**config.mk**
```make
export PLATFORM = sky130hd
export DESIGN_NAME = mem_arbiter
export DESIGN_NICKNAME = d
export VERILOG_FILES = /design/src/rtl/mem_arbiter_pkg.sv /design/src/rtl/mem_arbiter_rr_arbiter2.sv /design/src/rtl/mem_arbiter.sv
export SDC_FILE = /design/constraint.sdc
export NUM_CORES = 1
export LEC_CHECK = 0
export ABC_CLOCK_PERIOD_IN_PS = 4200
export BUFFER_PORTS_ARGS = -buffer_cell sky130_fd_sc_hd__buf_2
export CAP_MARGIN = 30
export CORE_ASPECT_RATIO = 2
export CORE_MARGIN = 8
export CORE_UTILIZATION = 29
export CTS_CLUSTER_SIZE = 8
export DETAILED_ROUTE_END_ITERATION = 7
export PLACE_DENSITY = 0.62
export SETUP_SLACK_MARGIN = 0.15
export SLEW_MARGIN = 30
export SYNTH_ARGS = -nofsm -noshare
export SYNTH_HDL_FRONTEND = slang
export SYNTH_SLANG_ARGS = --single-unit
```
**constraint.sdc**
```tcl
create_clock -name clk -period 4.2 [get_ports clk]
set_input_delay 0.21 -clock clk [delete_from_list [all_inputs] [get_ports clk]]
set_output_delay 0.21 -clock clk [all_outputs]
set_load 0.02 [all_outputs]
```
**src/rtl/mem_arbiter_pkg.sv**
```systemverilog
// -----------------------------------------------------------------------------
// mem_arbiter_pkg
// Shared definitions for the unified-memory arbiter: FSM state encoding,
// port identifiers and a small helper used by the round-robin grant logic.
// -----------------------------------------------------------------------------
package mem_arbiter_pkg;

    // Arbiter FSM states; encodings are fixed so they read the same in waves
    // and in any external debug tooling.
    typedef enum logic [1:0] {
        ST_IDLE   = 2'd0,
        ST_ACCESS = 2'd1,
        ST_RESP   = 2'd2
    } state_t;

    // Requesting-port identifiers.
    localparam logic GNT_INST = 1'b0;
    localparam logic GNT_DATA = 1'b1;

    // Returns the port that is not `id`; used to alternate on a collision.
    function automatic logic other_port(input logic id);
        return (id == GNT_INST) ? GNT_DATA : GNT_INST;
    endfunction

endpackage

```
**src/rtl/mem_arbiter_rr_arbiter2.sv**
```systemverilog
// -----------------------------------------------------------------------------
// rr_arbiter2
// Two-requester round-robin grant. When both requests are present the port
// that did not win last time is chosen. The last-grant register only moves
// when a grant is actually issued (i_grant_en high and at least one request).
//
// Ports:
//   i_clk       clock, rising edge
//   i_rst_n     asynchronous active-low reset (last grant -> INST)
//   i_req_inst  instruction port eligible to be granted
//   i_req_data  data port eligible to be granted
//   i_grant_en  arbitration allowed this cycle
//   o_gnt       a grant is issued this cycle (combinational)
//   o_gnt_id    granted port ID (valid when o_gnt=1)
// -----------------------------------------------------------------------------
module rr_arbiter2
    import mem_arbiter_pkg::*;
(
    input  logic i_clk,
    input  logic i_rst_n,
    input  logic i_req_inst,
    input  logic i_req_data,
    input  logic i_grant_en,
    output logic o_gnt,
    output logic o_gnt_id
);

    logic r_last_grant;
    logic w_gnt_id;

    // Grant selection: lone requester wins, collisions alternate.
    always_comb begin
        w_gnt_id = GNT_INST;
        if (i_req_inst && i_req_data) begin
            w_gnt_id = other_port(r_last_grant);
        end else if (i_req_data) begin
            w_gnt_id = GNT_DATA;
        end else begin
            w_gnt_id = GNT_INST;
        end
    end

    assign o_gnt    = i_grant_en & (i_req_inst | i_req_data);
    assign o_gnt_id = w_gnt_id;

    // Last-grant history; reset to INST so data wins the first collision.
    always_ff @(posedge i_clk or negedge i_rst_n) begin
        if (!i_rst_n) begin
            r_last_grant <= GNT_INST;
        end else if (o_gnt) begin
            r_last_grant <= w_gnt_id;
        end else begin
            r_last_grant <= r_last_grant;
        end
    end

endmodule

```
**src/rtl/mem_arbiter.sv**
```systemverilog
// -----------------------------------------------------------------------------
// mem_arbiter
// Shares one single-ported, synchronous-read unified memory between the CPU
// instruction-fetch port and data port. Each port uses a level request that is
// held until a one-cycle valid pulse. Every access takes exactly three cycles:
// grant in IDLE, memory enable in ACCESS, read-data capture in RESP, with the
// valid pulse appearing in the cycle after RESP.
//
// Ports:
//   clk        clock, rising edge
//   rst        asynchronous active-low reset
//   if_req     fetch request (level)           if_addr   fetch byte address
//   if_rdata   fetched word (registered)       if_valid  fetch complete pulse
//   d_req      data request (level)            d_we      1=store, 0=load
//   d_addr     data byte address               d_wdata   store data
//   d_rdata    load data (registered)          d_valid   data complete pulse
//   busy       FSM not in IDLE
//   mem_en     memory enable                   mem_we    memory write enable
//   mem_addr   memory word address             mem_wdata memory write data
//   mem_rdata  memory read data (one cycle after a read enable)
// -----------------------------------------------------------------------------
module mem_arbiter
    import mem_arbiter_pkg::*;
#(
    parameter int ADDR_W = 8,
    parameter int DATA_W = 32
)
(
    input  logic              clk,
    input  logic              rst,
    input  logic              if_req,
    input  logic [ADDR_W-1:0] if_addr,
    output logic [DATA_W-1:0] if_rdata,
    output logic              if_valid,
    input  logic              d_req,
    input  logic              d_we,
    input  logic [ADDR_W-1:0] d_addr,
    input  logic [DATA_W-1:0] d_wdata,
    output logic [DATA_W-1:0] d_rdata,
    output logic              d_valid,
    output logic              busy,
    output logic              mem_en,
    output logic              mem_we,
    output logic [ADDR_W-3:0] mem_addr,
    output logic [DATA_W-1:0] mem_wdata,
    input  logic [DATA_W-1:0] mem_rdata
);

    state_t              r_state;
    state_t              w_next_state;
    logic                r_port;
    logic [ADDR_W-3:0]   r_addr;
    logic                r_we;
    logic [DATA_W-1:0]   r_wdata;
    logic [DATA_W-1:0]   r_if_rdata;
    logic [DATA_W-1:0]   r_d_rdata;
    logic                r_if_valid;
    logic                r_d_valid;

    logic                w_if_elig;
    logic                w_d_elig;
    logic                w_grant_en;
    logic                w_gnt;
    logic                w_gnt_id;
    logic                w_unused_lsbs;

    // Byte-lane bits of the addresses are ignored: the memory is word-wide.
    assign w_unused_lsbs = ^{if_addr[1:0], d_addr[1:0]};

    // A port whose valid is high this cycle is still holding the request it
    // just completed, so it must not be granted again.
    assign w_if_elig  = if_req & ~r_if_valid;
    assign w_d_elig   = d_req  & ~r_d_valid;
    assign w_grant_en = (r_state == ST_IDLE);

    rr_arbiter2 u_rr_arbiter2 (
        .i_clk      (clk),
        .i_rst_n    (rst),
        .i_req_inst (w_if_elig),
        .i_req_data (w_d_elig),
        .i_grant_en (w_grant_en),
        .o_gnt      (w_gnt),
        .o_gnt_id   (w_gnt_id)
    );

    // Next-state logic: IDLE waits for a grant, ACCESS and RESP last one cycle.
    always_comb begin
        w_next_state = r_state;
        case (r_state)
            ST_IDLE: begin
                if (w_gnt) begin
                    w_next_state = ST_ACCESS;
                end else begin
                    w_next_state = ST_IDLE;
                end
            end
            ST_ACCESS: w_next_state = ST_RESP;
            ST_RESP:   w_next_state = ST_IDLE;
            default:   w_next_state = ST_IDLE;
        endcase
    end

    // FSM state register.
    always_ff @(posedge clk or negedge rst) begin
        if (!rst) begin
            r_state <= ST_IDLE;
        end else begin
            r_state <= w_next_state;
        end
    end

    // Transaction latches: inputs are sampled only at grant time.
    always_ff @(posedge clk or negedge rst) begin
        if (!rst) begin
            r_port  <= GNT_INST;
            r_addr  <= {(ADDR_W-2){1'b0}};
            r_we    <= 1'b0;
            r_wdata <= {DATA_W{1'b0}};
        end else if (w_gnt) begin
            r_port <= w_gnt_id;
            if (w_gnt_id == GNT_DATA) begin
                r_addr  <= d_addr[ADDR_W-1:2];
                r_we    <= d_we;
                r_wdata <= d_wdata;
            end else begin
                r_addr  <= if_addr[ADDR_W-1:2];
                r_we    <= 1'b0;
                r_wdata <= {DATA_W{1'b0}};
            end
        end else begin
            r_port  <= r_port;
            r_addr  <= r_addr;
            r_we    <= r_we;
            r_wdata <= r_wdata;
        end
    end

    // Response stage: capture read data for loads/fetches and raise the
    // granted port's valid for exactly one cycle. Stores leave rdata alone.
    always_ff @(posedge clk or negedge rst) begin
        if (!rst) begin
            r_if_rdata <= {DATA_W{1'b0}};
            r_d_rdata  <= {DATA_W{1'b0}};
            r_if_valid <= 1'b0;
            r_d_valid  <= 1'b0;
        end else if (r_state == ST_RESP) begin
            r_if_valid <= (r_port == GNT_INST);
            r_d_valid  <= (r_port == GNT_DATA);
            if (!r_we && (r_port == GNT_INST)) begin
                r_if_rdata <= mem_rdata;
                r_d_rdata  <= r_d_rdata;
            end else if (!r_we && (r_port == GNT_DATA)) begin
                r_if_rdata <= r_if_rdata;
                r_d_rdata  <= mem_rdata;
            end else begin
                r_if_rdata <= r_if_rdata;
                r_d_rdata  <= r_d_rdata;
            end
        end else begin
            r_if_rdata <= r_if_rdata;
            r_d_rdata  <= r_d_rdata;
            r_if_valid <= 1'b0;
            r_d_valid  <= 1'b0;
        end
    end

    // Outputs come only from state and latched registers, so an asynchronous
    // reset drops mem_en/mem_we in the same instant.
    assign if_rdata  = r_if_rdata;
    assign if_valid  = r_if_valid;
    assign d_rdata   = r_d_rdata;
    assign d_valid   = r_d_valid;
    assign busy      = (r_state != ST_IDLE);
    assign mem_en    = (r_state == ST_ACCESS);
    assign mem_we    = (r_state == ST_ACCESS) & r_we;
    assign mem_addr  = r_addr;
    assign mem_wdata = r_wdata;

endmodule

```
==> run summary, run 1 <==
Status: finished clean
Max VDD drop: 0.0002991 V
Via total after detailed routing: 2894
Largest net degree at the start of global routing: 79
Cell Count, Final, Fillers Out: 644
Number of global-route vias before repair: 3223
TNS Setup: 0 ns
Actual slew at the worst max-slew pin: 0.6891 ns
FF+latch count, synth: 108
IO Count: 192
Slew headroom: 0.5406
First-pass GRT wire length: 16.97 mm
Maximum buffer depth of the clock tree: 2
Switching Share: 0.3849
Setup CP Type: flop to flop
Initial Util: 0.2945
Clock Skew: 0.009805 ns
Max Cap Viol: 0
Clk sink count: 108
# rows: 62
H-tree depth: 3
Critical Path Max Stage Delay: 0.64 ns
Clock Power Share: 0.186
Die Y-Extent: 185.8 um
Fill cell count: 1367
Root buf cell: clkbuf_16
Crit path cell chain: nand2b_1 -> a21o_2 -> clkinv_1 -> a2bb2oi_1
Initial antenna violation count: 0
HPWL after DPL: 8.122 mm
Max stage delay cell, worst path: a21o_2
Initial drt markers: 63
Syn avg cell area: 15.96 sq um
Syn Inst Count: 262
Drt wl/cell: 16.65 um
Core area: 14200 sq um
Drc violations: 0
F_max: 438.3 MHz
Combinational share of power: 0.440
Clk Latency, worst-skew pair: 0.34 ns
Fin. Hold Viols: 0
Seq pwr share: 0.373
CTS tree: yes
Power Dens Cells: 846.2 nW/um^2
Post-CTS Setup Inserts: 0
TritonCTS buffer count: 9
Clk slew on worst S/H paths: 0.07 ns
Layout area overhead: 34.36%
Final min period: 2.282 ns
# resized after CTS: 0
Layout net count: 532
Crit end category: flop
Internal Power: 0.002923 W
Part of the Yosys area used for sequential elements: 0.6465
Antenna-violating nets left: 0
DRT Pass-1 Iters: 4
Final setup violation count: 0
Largest fanout on the critical path: 35
GRT Overall Usage: 0.1163
Post-Syn Area: 4180 sq um
Die area: 18750 sq um
Crit share post-route: 0.5432
Startpoint Class: flop
Die W: 100.9 um
Sw Pwr: 0.001829 W
Library cells used by synthesis: 22
Data required time of the worst path: 4.41 ns
DRT Wirelength: 10.72 mm
Congestion Overflow GR: 0
Hold crit path type: primary input to flop
Unrepaired setup endpoints after global routing: no
Port bufs: 187
Warnings from Yosys: 0
Post-Place Cells: 627
Leak pwr: 2.794 nW
Vias per inst: 4.494
Final Max Tran Viols: 0
Critical Path AT: 2.49 ns
Post-synth net total: 347
Share of layout cells above drive strength 1: 0.5996
Placer's final routability congestion estimate: 0.6937
ANT cells: 0
cell usage in the layout (no fill, tap or decap), types with 2 or more instances in the layout:
cell and instances:
buf_2 186, dfrtp_1 108, mux2_2 60, a22o_1 33, clkbuf_16 9, and3b_1 8, o21ai_0 6, a221oi_1 6
a2bb2oi_1 6, mux2_1 4, nand2b_1 2, nor2b_4 2, clkinvlp_4 2, bufinv_16 2, buf_6 2, buf_16 2
worst max-delay path: cells and delay by family, from the launching register on:
kind,cells,cell delay (ns)
compound gates,2,0.86
buf+inv,1,0.40
simple gates,1,0.45
flops,1,0.44
cell families after synthesis:
| family | after synthesis | synth area share |
|---|---|---|
| AOI/OAI and AO/OA | 53 | 0.1051 |
| buffers and inverters | 19 | 0.04011 |
| DFF | 108 | 0.6465 |
| muxes | 64 | 0.1724 |
| and+or+nand+nor | 18 | 0.03592 |
worst paths after layout:
kind / end / from / slack [ns] / depth (start not counted)
min in group asynchronous: if_rdata[2] / rst / 0.48 / 2
setup / recovery: mem_addr[2] / d_valid / 1.92 / 4
hold / removal: mem_wdata[25] / d_wdata[25] / 0.08 / 2
setup reg to reg: mem_addr[2] / d_valid / 1.92 / 4
max in group asynchronous: mem_wdata[21] / rst / 2.87 / 3
hold reg to reg: if_valid / r_state[0] / 0.49 / 1
power by group through the flow:
stage	Combinational, W	Sequential (W)	Clock, W
finish	0.00209	0.00177	0.000886
global route	0.00226	0.00184	0.000957
CTS	0.00214	0.00178	0.000920
detailed placement	0.00214	0.00179	0
global placement	0.00207	0.00179	0
floorplan	0.000857	0.00235	0
per-stage QoR:
step                      area (sq um)  worst slack, ns  utilization  power, W  hold slack [ns]
after floorplan                   4180            2.697            -  0.003209         -0.08559
after global placement            5218            1.558       0.3675  0.003856           0.4259
after detailed placement          5285            1.916       0.3723  0.003930           0.4364
after CTS                         5603            1.895       0.3947  0.004838          0.06394
after global routing              5617            1.718       0.3956  0.005062          0.06765
final                             5617            1.918       0.3956  0.004753          0.07888
synthesized netlist by cell type (all sizes together):
cell type	count	share of area
clkbuf	3	0.0030
nor2b	3	0.0045
or2	1	0.0015
a2bb2oi	6	0.013
nand3b	1	0.0018
o21ai	6	0.0072
clkinv	1	0.00090
nor3b	1	0.0030
nor3	1	0.0039
and3b	8	0.017
dfrtp	108	0.65
a21o	2	0.0036
mux2	64	0.17
nand2b	2	0.0030
a22o	33	0.069
buf	15	0.036
and2	1	0.0015
a221oi	6	0.013
routing by layer:
layer / vias up / wire length (um) / track usage
met4: 0 / 129 / 0.04324
met1: 1383 / 4775 / 0.1469
li1: 1339 / - / -
met3: 7 / 1408 / 0.06444
met5: - / 0 / 0
met2: 165 / 4408 / 0.1616
flip-flops by register name, summed over array words and instances, names as in the netlist:
name / count
mem_wdata: 32
d_rdata: 32
r_we: 1
u_rr_arbiter2.r_last_grant: 1
d_valid: 1
if_rdata: 32
r_state: 2
mem_addr: 6
if_valid: 1
repair_timing:
action                                 4_1_cts  5_1_grt
setup endpoints to repair                    0        0
hold buffers                                 0        1
endpoints found under the hold margin        0       77
area by class of cell:
class | instances | area [sq um] | share of cell area
timing repair buffer | 192 | 1026 | 0.1827
multi-input combinational | 135 | 1326 | 0.2361
sequential | 108 | 2703 | 0.4812
tap | 192 | 240.2 | 0.04277
inverter | 1 | 3.754 | 0.0006683
clock inverter | 6 | 88.84 | 0.01582
clock buffer | 10 | 229.0 | 0.04077
No activity file was read; power rests on OpenSTA's default activity.
==> run 2: changes to the inputs <==
--- a/config.mk
+++ b/config.mk
@@ -5,7 +5,7 @@
 export SDC_FILE = /design/constraint.sdc
 export NUM_CORES = 1
 export LEC_CHECK = 0
-export ABC_CLOCK_PERIOD_IN_PS = 4200
+export ABC_CLOCK_PERIOD_IN_PS = 2100
 export BUFFER_PORTS_ARGS = -buffer_cell sky130_fd_sc_hd__buf_2
 export CAP_MARGIN = 30
 export CORE_ASPECT_RATIO = 2
==> constraint.sdc (replaced) <==
create_clock -name clk -period 2.1 [get_ports clk]
set_input_delay 0.105 -clock clk [delete_from_list [all_inputs] [get_ports clk]]
set_output_delay 0.105 -clock clk [all_outputs]
set_load 0.02 [all_outputs]
==> run 2 against run 1 <==
Against the previous run: critical path depth increased by 1; combinational power increased by 110%; non-clock buffer count increased by 53.
==> run summary, run 2 (same netlist as run 1, synthesis figures left out) <==
Root buf cell: clkbuf_16
Number of global-route vias before repair: 3507 (+8.8%)
Final setup violation count: 0 (unchanged)
TritonCTS buffer count: 9 (unchanged)
Max stage delay cell, worst path: dfrtp_1
Power Dens Cells: 1561 nW/um^2 (+84%)
Die area: 18750 sq um (unchanged)
Actual slew at the worst max-slew pin: 0.4879 ns (-0.2012 ns)
Core area: 14200 sq um (unchanged)
IO Count: 192 (unchanged)
Layout net count: 585 (+10%)
Data required time of the worst path: 2.32 ns (-2.09 ns)
Unrepaired setup endpoints after global routing: no
Drc violations: 0 (unchanged)
Commonest non-fill, non-tap cells in the layout: 186 x buf_2, 108 x dfrtp_1, 60 x mux2_2
Max Cap Viol: 0 (unchanged)
Startpoint Class: flop
# rows: 62 (unchanged)
Crit end category: flop
F_max: 579.5 MHz (+32%)
Hold crit path type: primary input to flop
Initial antenna violation count: 0 (unchanged)
Congestion Overflow GR: 0 (unchanged)
HPWL after DPL: 8.084 mm (-0.46%)
GRT Overall Usage: 0.1273 (+0.01096)
Bufs and invs on worst path: 2 (+1)
Final Max Tran Viols: 0 (unchanged)
Slew headroom: 0.6747 (+0.1341)
Via total after detailed routing: 3156 (+9.1%)
Placer's final routability congestion estimate: 0.6952 (+0.22%)
Die Y-Extent: 185.8 um (unchanged)
Largest net degree at the start of global routing: 53 (-33%)
Fin. Hold Viols: 0 (unchanged)
Core Util, Final: 0.4309 (+0.03525)
Port bufs: 187 (unchanged)
Commonest non-fill, non-tap cell in the layout: buf_2
Final min period: 1.726 ns (-0.5559 ns)
Crit path cell chain: nand2b_1 -> a21o_1 -> buf_4 -> clkinvlp_4 -> a2bb2oi_1
Clk Latency, worst-skew pair: 0.34 ns (about the same)
Initial Util: 0.2945 (unchanged)
Vias per inst: 4.528 (+0.76%)
Crit share post-route: 0.8218 (+0.2785)
Drt wl/cell: 16.61 um (-0.23%)
First-pass GRT wire length: 18.77 mm (+11%)
Fill cell count: 1304 (-4.6%)
ANT cells: 0 (unchanged)
Share of layout cells above drive strength 1: 0.5446 (-0.05500)
Clk slew on worst S/H paths: 0.07 ns (about the same)
DRT Wirelength: 11.58 mm (+8.0%)
Critical Path AT: 1.94 ns (-0.55 ns)
Status: finished clean
Critical Path Max Stage Delay: 0.43 ns (-0.21 ns)
Initial drt markers: 91 (+44%)
Leak pwr: 3.018 nW (+8.0%)
Maximum buffer depth of the clock tree: 2 (unchanged)
Top cell family by delay on the critical path: buffers and inverters
TNS Setup: 0 ns (unchanged)
Largest fanout on the critical path: 35 (unchanged)
DRT Pass-1 Iters: 4 (unchanged)
Antenna-violating nets left: 0 (unchanged)
Die W: 100.9 um (unchanged)
Max VDD drop: 0.0006938 V (+130%)
H-tree depth: 3 (unchanged)
Clk sink count: 108 (unchanged)
Layout area overhead: 46.33%
Setup CP Type: flop to flop
Clock Skew: 0.005906 ns (-0.003898 ns)
CTS tree: yes
==> run 2: cell types whose count changed in the layout (fill, tap and decap cells not counted), sizes merged <==
| cell | previous run | this run |
|---|---|---|
| clkinv | 3 | 4 |
| buf | 191 | 194 |
| clkinvlp | 2 | 1 |
| clkbuf | 10 | 11 |
| dlygate4sd3 | 1 | 51 |
| bufinv | 2 | 1 |
==> run 2: area by class of cell <==
class | instances | area, sq um | area share
Clock buffer | 11 | 252.7 | 0.04132
Clock inverter | 5 | 50.05 | 0.008182
Inverter | 1 | 7.507 | 0.001227
Multi-Input combinational cell | 135 | 1325 | 0.2166
Sequential cell | 108 | 2703 | 0.4418
Tap cell | 192 | 240.2 | 0.03927
Timing Repair Buffer | 245 | 1539 | 0.2516
==> run 2: worst paths after layout <==
path	end	cells after the start	startpoint	slack (ns)
worst max-delay path	mem_addr[4]	5	d_valid	0.37
worst min-delay path	if_rdata[24]	2	mem_rdata[24]	0.02
worst max register to register	mem_addr[4]	5	d_valid	0.37
worst min register to register	if_valid	1	r_state[0]	0.47
max in group asynchronous	mem_wdata[26]	3	rst	1.15
min in group asynchronous	d_rdata[2]	2	rst	0.19
==> run 2: per-stage QoR <==
step | cells | setup slack [ns] | instance area [sq um] | hold slack [ns] | total power (W)
6_report | 697 | 0.3743 | 6117 | 0.01870 | 0.009546
5_1_grt | 697 | 0.1968 | 6117 | 0.004434 | 0.01015
4_1_cts | 697 | 0.3033 | 6113 | 0.00003902 | 0.009668
3_5_place_dp | 630 | 0.3187 | 5300 | -0.003556 | 0.007852
3_3_place_gp | 630 | 0.3443 | 5300 | -0.005498 | 0.007781
2_1_floorplan | 262 | 0.5973 | 4180 | -0.1906 | 0.006418
==> run 2: timing repair <==
item / 4_1_cts / 5_1_grt
endpoints found under the setup margin: 0 / 6
setup buffers: 0 / 0
resized for setup: 0 / 1
hold buffers: 51 / 0
endpoints found under the hold margin: 127 / 0
==> run 2: where the power goes <==
part / switching (W) / internal [W] / leakage (nW)
Clock: 0.000718 / 0.000981 / 0.155
Sequential: 0.000500 / 0.00305 / 1.33
Combinational: 0.00248 / 0.00181 / 1.54
Total: 0.00370 / 0.00585 / 3.02
==> run 2: metal layers <==
metal,part of all wire,track usage,vias to the layer above
li1,-,-,1439
met1,0.42,0.1513,1539
met2,0.43,0.1903,170
met3,0.14,0.06819,8
met4,0.013,0.04505,0
met5,0,0,-
==> run 3: changes to the inputs <==
--- a/config.mk
+++ b/config.mk
@@ -5,7 +5,8 @@
 export SDC_FILE = /design/constraint.sdc
 export NUM_CORES = 1
 export LEC_CHECK = 0
-export ABC_CLOCK_PERIOD_IN_PS = 2100
+export ABC_AREA = 1
+export ABC_CLOCK_PERIOD_IN_PS = 1500
 export BUFFER_PORTS_ARGS = -buffer_cell sky130_fd_sc_hd__buf_2
 export CAP_MARGIN = 30
 export CORE_ASPECT_RATIO = 2
@@ -13,7 +14,7 @@
 export CORE_UTILIZATION = 29
 export CTS_CLUSTER_SIZE = 8
 export DETAILED_ROUTE_END_ITERATION = 7
-export PLACE_DENSITY = 0.62
+export PLACE_DENSITY = 0.64
 export SETUP_SLACK_MARGIN = 0.15
 export SLEW_MARGIN = 30
 export SYNTH_ARGS = -nofsm -noshare
==> constraint.sdc (replaced) <==
create_clock -name clk -period 1.5 [get_ports clk]
set_input_delay 0.075 -clock clk [delete_from_list [all_inputs] [get_ports clk]]
set_output_delay 0.075 -clock clk [all_outputs]
set_load 0.02 [all_outputs]
==> run 3 against run 2 <==
Against the previous run: critical path depth shrank 2; wire length grew 12%; core utilization up 1.5 points; final cell count rose by 30%; setup slack got worse by 0.15 ns; via count rose by 22%; area after synthesis up 1.0%; hold slack got worse by 0.0031 ns; register-to-register slack worse by 0.14 ns; first-iteration DRC count rose by 35%; final area grew 4.0%; count of clock-buffer cells in the layout rose by 2; critical path type is now flop to output port; critical endpoint is now mem_we.
==> run summary, run 3 <==
Status: finished clean
Final setup violation count: 0 (unchanged)
Post-synth top cells: 151 x nand2_1, 108 x dfrtp_1, 48 x inv_1
Placer's final routability congestion estimate: 0.7885 (+13%)
Startpoint Class: flop
Setup CP Type: flop to output port
Initial Util: 0.2959 (+0.001468)
R2R setup slack: 0.23 ns (-0.14 ns)
Post-synth ARST share: 1.000 (unchanged)
Port bufs: 187 (unchanged)
Crit end category: output port
Reg-to-Reg End: mem_wdata[23]
Library cells used by synthesis: 16 (-27%)
Via total after detailed routing: 3840 (+22%)
Congestion Overflow GR: 0 (unchanged)
Fin. Hold Viols: 0 (unchanged)
Layout area overhead: 50.56%
Top cell family by delay on the critical path: flip-flops
Data required time of the worst path: 1.42 ns (-0.90 ns)
GRT Overall Usage: 0.1383 (+0.01104)
TNS Setup: 0 ns (unchanged)
Number of global-route vias before repair: 3997 (+14%)
Fill cell count: 1416 (+8.6%)
Hold Crit Start: mem_rdata[2]
Crit path cell chain: inv_2 -> nor3_1 -> buf_4
Initial drt markers: 123 (+35%)
Commonest non-fill, non-tap cells in the layout: 185 x buf_2, 150 x nand2_1, 106 x dfrtp_1
Hold Path End: d_rdata[2]
Reg2Reg Depth: 7 (+2)
Vias per inst: 4.252 (-6.1%)
Max Cap Viol: 0 (unchanged)
# rows: 62 (unchanged)
Total power draw: 0.01396 W (+46%)
Largest fanout on the critical path: 3 (-91%)
IO Count: 192 (unchanged)
Syn Inst Count: 458 (+75%)
Clock Skew: 0.005127 ns (-0.0007794 ns)
Yosys top cell area share: 0.6398 (-0.006703)
FF+latch count, synth: 108 (unchanged)
Unrepaired setup endpoints after global routing: yes
HPWL after DPL: 9.083 mm (+12%)
Core Util, Final: 0.4456 (+0.01466)
Post-Syn Area: 4224 sq um (+1.0%)
Post-synth net total: 543 (+56%)
Crit share post-route: 0.8514
Clk slew on worst S/H paths: 0.07 ns (about the same)
Drt wl/cell: 14.36 um (-14%)
Warnings from Yosys: 0 (unchanged)
Hold Path Depth: 3 (+1)
Met3 Use GR: 0.03952 (-0.02867)
Met2 Use GR: 0.2481 (+0.05774)
Max stage delay cell, worst path: dfrtp_1
Critical Path AT: 1.20 ns (-0.74 ns)
First-pass GRT wire length: 20.55 mm (+9.4%)
FF-to-FF Start: r_state[0]
Max VDD drop: 0.0009796 V (+41%)
Most frequent cell after synthesis: nand2_1
Root buf cell: clkbuf_16
Largest net degree at the start of global routing: 109 (+110%)
DRT Wirelength: 12.97 mm (+12%)
Antenna-violating nets left: 0 (unchanged)
F_max: 783.0 MHz
Die W: 101.3 um (+0.44%)
Clk Latency, worst-skew pair: 0.33 ns (about the same)
Final min period: 1.277 ns
Layout net count: 791 (+35%)
DRT Pass-1 Iters: 4 (unchanged)
Drc violations: 0 (unchanged)
Core area: 14270 sq um (+0.55%)
Bufs and invs on worst path: 2 (unchanged)
H-tree depth: 3 (unchanged)
Post-synth EDFFs: 0 (unchanged)
TritonCTS buffer count: 9 (unchanged)
Syn avg cell area: 9.223 sq um (-42%)
Die Y-Extent: 186.7 um (+0.48%)
Hold crit path type: primary input to flop
Met1 usage: 0.1393 (-0.01195)
Actual slew at the worst max-slew pin: 0.5767 ns (+0.08882 ns)
Layer with the highest usage: met2
Power Dens Cells: 2195 nW/um^2 (+41%)
Clk sink count: 108 (unchanged)
Share of layout cells above drive strength 1: 0.3211 (-0.2234)
Leak pwr: 3.563 nW (+18%)
CTS tree: yes
Synth area leaders: dfrtp_1 64%, nand2_1 13%, o21ai_0 5.6%, nand3_1 5.3%, inv_1 4.3%
Post-CTS Setup Inserts: 0 (unchanged)
Critical Path Max Stage Delay: 0.41 ns (-0.02 ns)
Synth area leader: dfrtp_1
Part of the Yosys area used for sequential elements: 0.6398 (-0.006703)
Main synth FF type: dfrtp_1
Slew headroom: 0.6155 (-0.05921)
Initial antenna violation count: 1 (+1)
Maximum buffer depth of the clock tree: 2 (unchanged)
Final Max Tran Viols: 0 (unchanged)
Die area: 18920 sq um (+0.92%)
Commonest non-fill, non-tap cell in the layout: buf_2
==> run 3: cell types whose count changed in the layout (fill, tap and decap cells not counted), sizes merged, moves of 11 or more <==
| cell | delta |
|---|---|
| a22o | -33 |
| nand2 | +153 |
| o21ai | +59 |
| dlygate4sd3 | +11 |
| inv | +54 |
| nand3 | +48 |
| mux2 | -64 |
==> run 3: worst max-delay path by stage <==
stage	start	endpoint	depth (start not counted)
floorplan	d_valid	mem_wdata[0]	8
global placement	d_valid	mem_wdata[0]	5
detailed placement	d_valid	mem_wdata[21]	5
CTS	d_valid	mem_wdata[31]	6
global route	r_state[1]	mem_wdata[4]	7
finish	r_state[0]	mem_we	3
==> run 3: final cells by class <==
class                   count  area, sq um  share of cell area
clock inverters             2        35.03            0.005509
flip-flops and latches    108         2705              0.4253
repair buffers            260         1704              0.2680
inverters                  54        205.2             0.03226
diodes                      1        2.502           0.0003935
multi-input cells         273         1217              0.1914
clock buffers              13        250.2             0.03935
well taps                 192        240.2             0.03777
==> run 3: routing by layer <==
metal / vias to the layer above / part of all wire / wire, um
met3: 22 / 0.069 / 890
met1: 1773 / 0.37 / 4846
met2: 125 / 0.53 / 6879
li1: 1920 / - / -
met5: - / 0 / 0
met4: 0 / 0.027 / 349
==> run 3: timing repair <==
item                                    in CTS  in global routing
pin swaps                                    0                  1
resized for setup                            1                  9
endpoints found under the setup margin      34                 40
hold buffers                                62                  0
hold endpoints to repair                   191                  0
==> run 3: worst register-to-register path, delay by kind of cell (launching register included) <==
| kind | cells | cell delay, ns |
|---|---|---|
| AOI/OAI and AO/OA | 1 | 0.21 |
| buffers and inverters | 3 | 0.35 |
| DFF | 1 | 0.42 |
| and+or+nand+nor | 3 | 0.20 |
==> run 3: logic make-up after synthesis <==
group | count (synthesis) | share of synthesized area
AND/OR/NAND/NOR | 207 | 0.2068
flip-flops | 108 | 0.6398
AO/OA/AOI/OAI | 66 | 0.08087
buffers and inverters | 77 | 0.07257
==> run 3: where the power goes <==
| group | leakage, nW | total [W] | switching, W | internal, W |
|---|---|---|---|---|
| clock | 0.140 | 0.00232 | 0.000986 | 0.00133 |
| combinational | 2.07 | 0.00655 | 0.00436 | 0.00219 |
| sequential | 1.36 | 0.00509 | 0.000737 | 0.00435 |
| total | 3.56 | 0.0140 | 0.00609 | 0.00787 |
==> run 3: metrics by stage <==
step,instances,instance area (sq um),worst slack (ns),hold slack [ns]
CTS,902,6330,0.1582,0.001865
finish,903,6360,0.2228,0.01557
floorplan,458,4227,0.1600,-0.2206
global route,903,6360,0.1276,0.03105
detailed placement,825,5421,0.1165,0.2065
global placement,825,5421,0.1386,0.2047
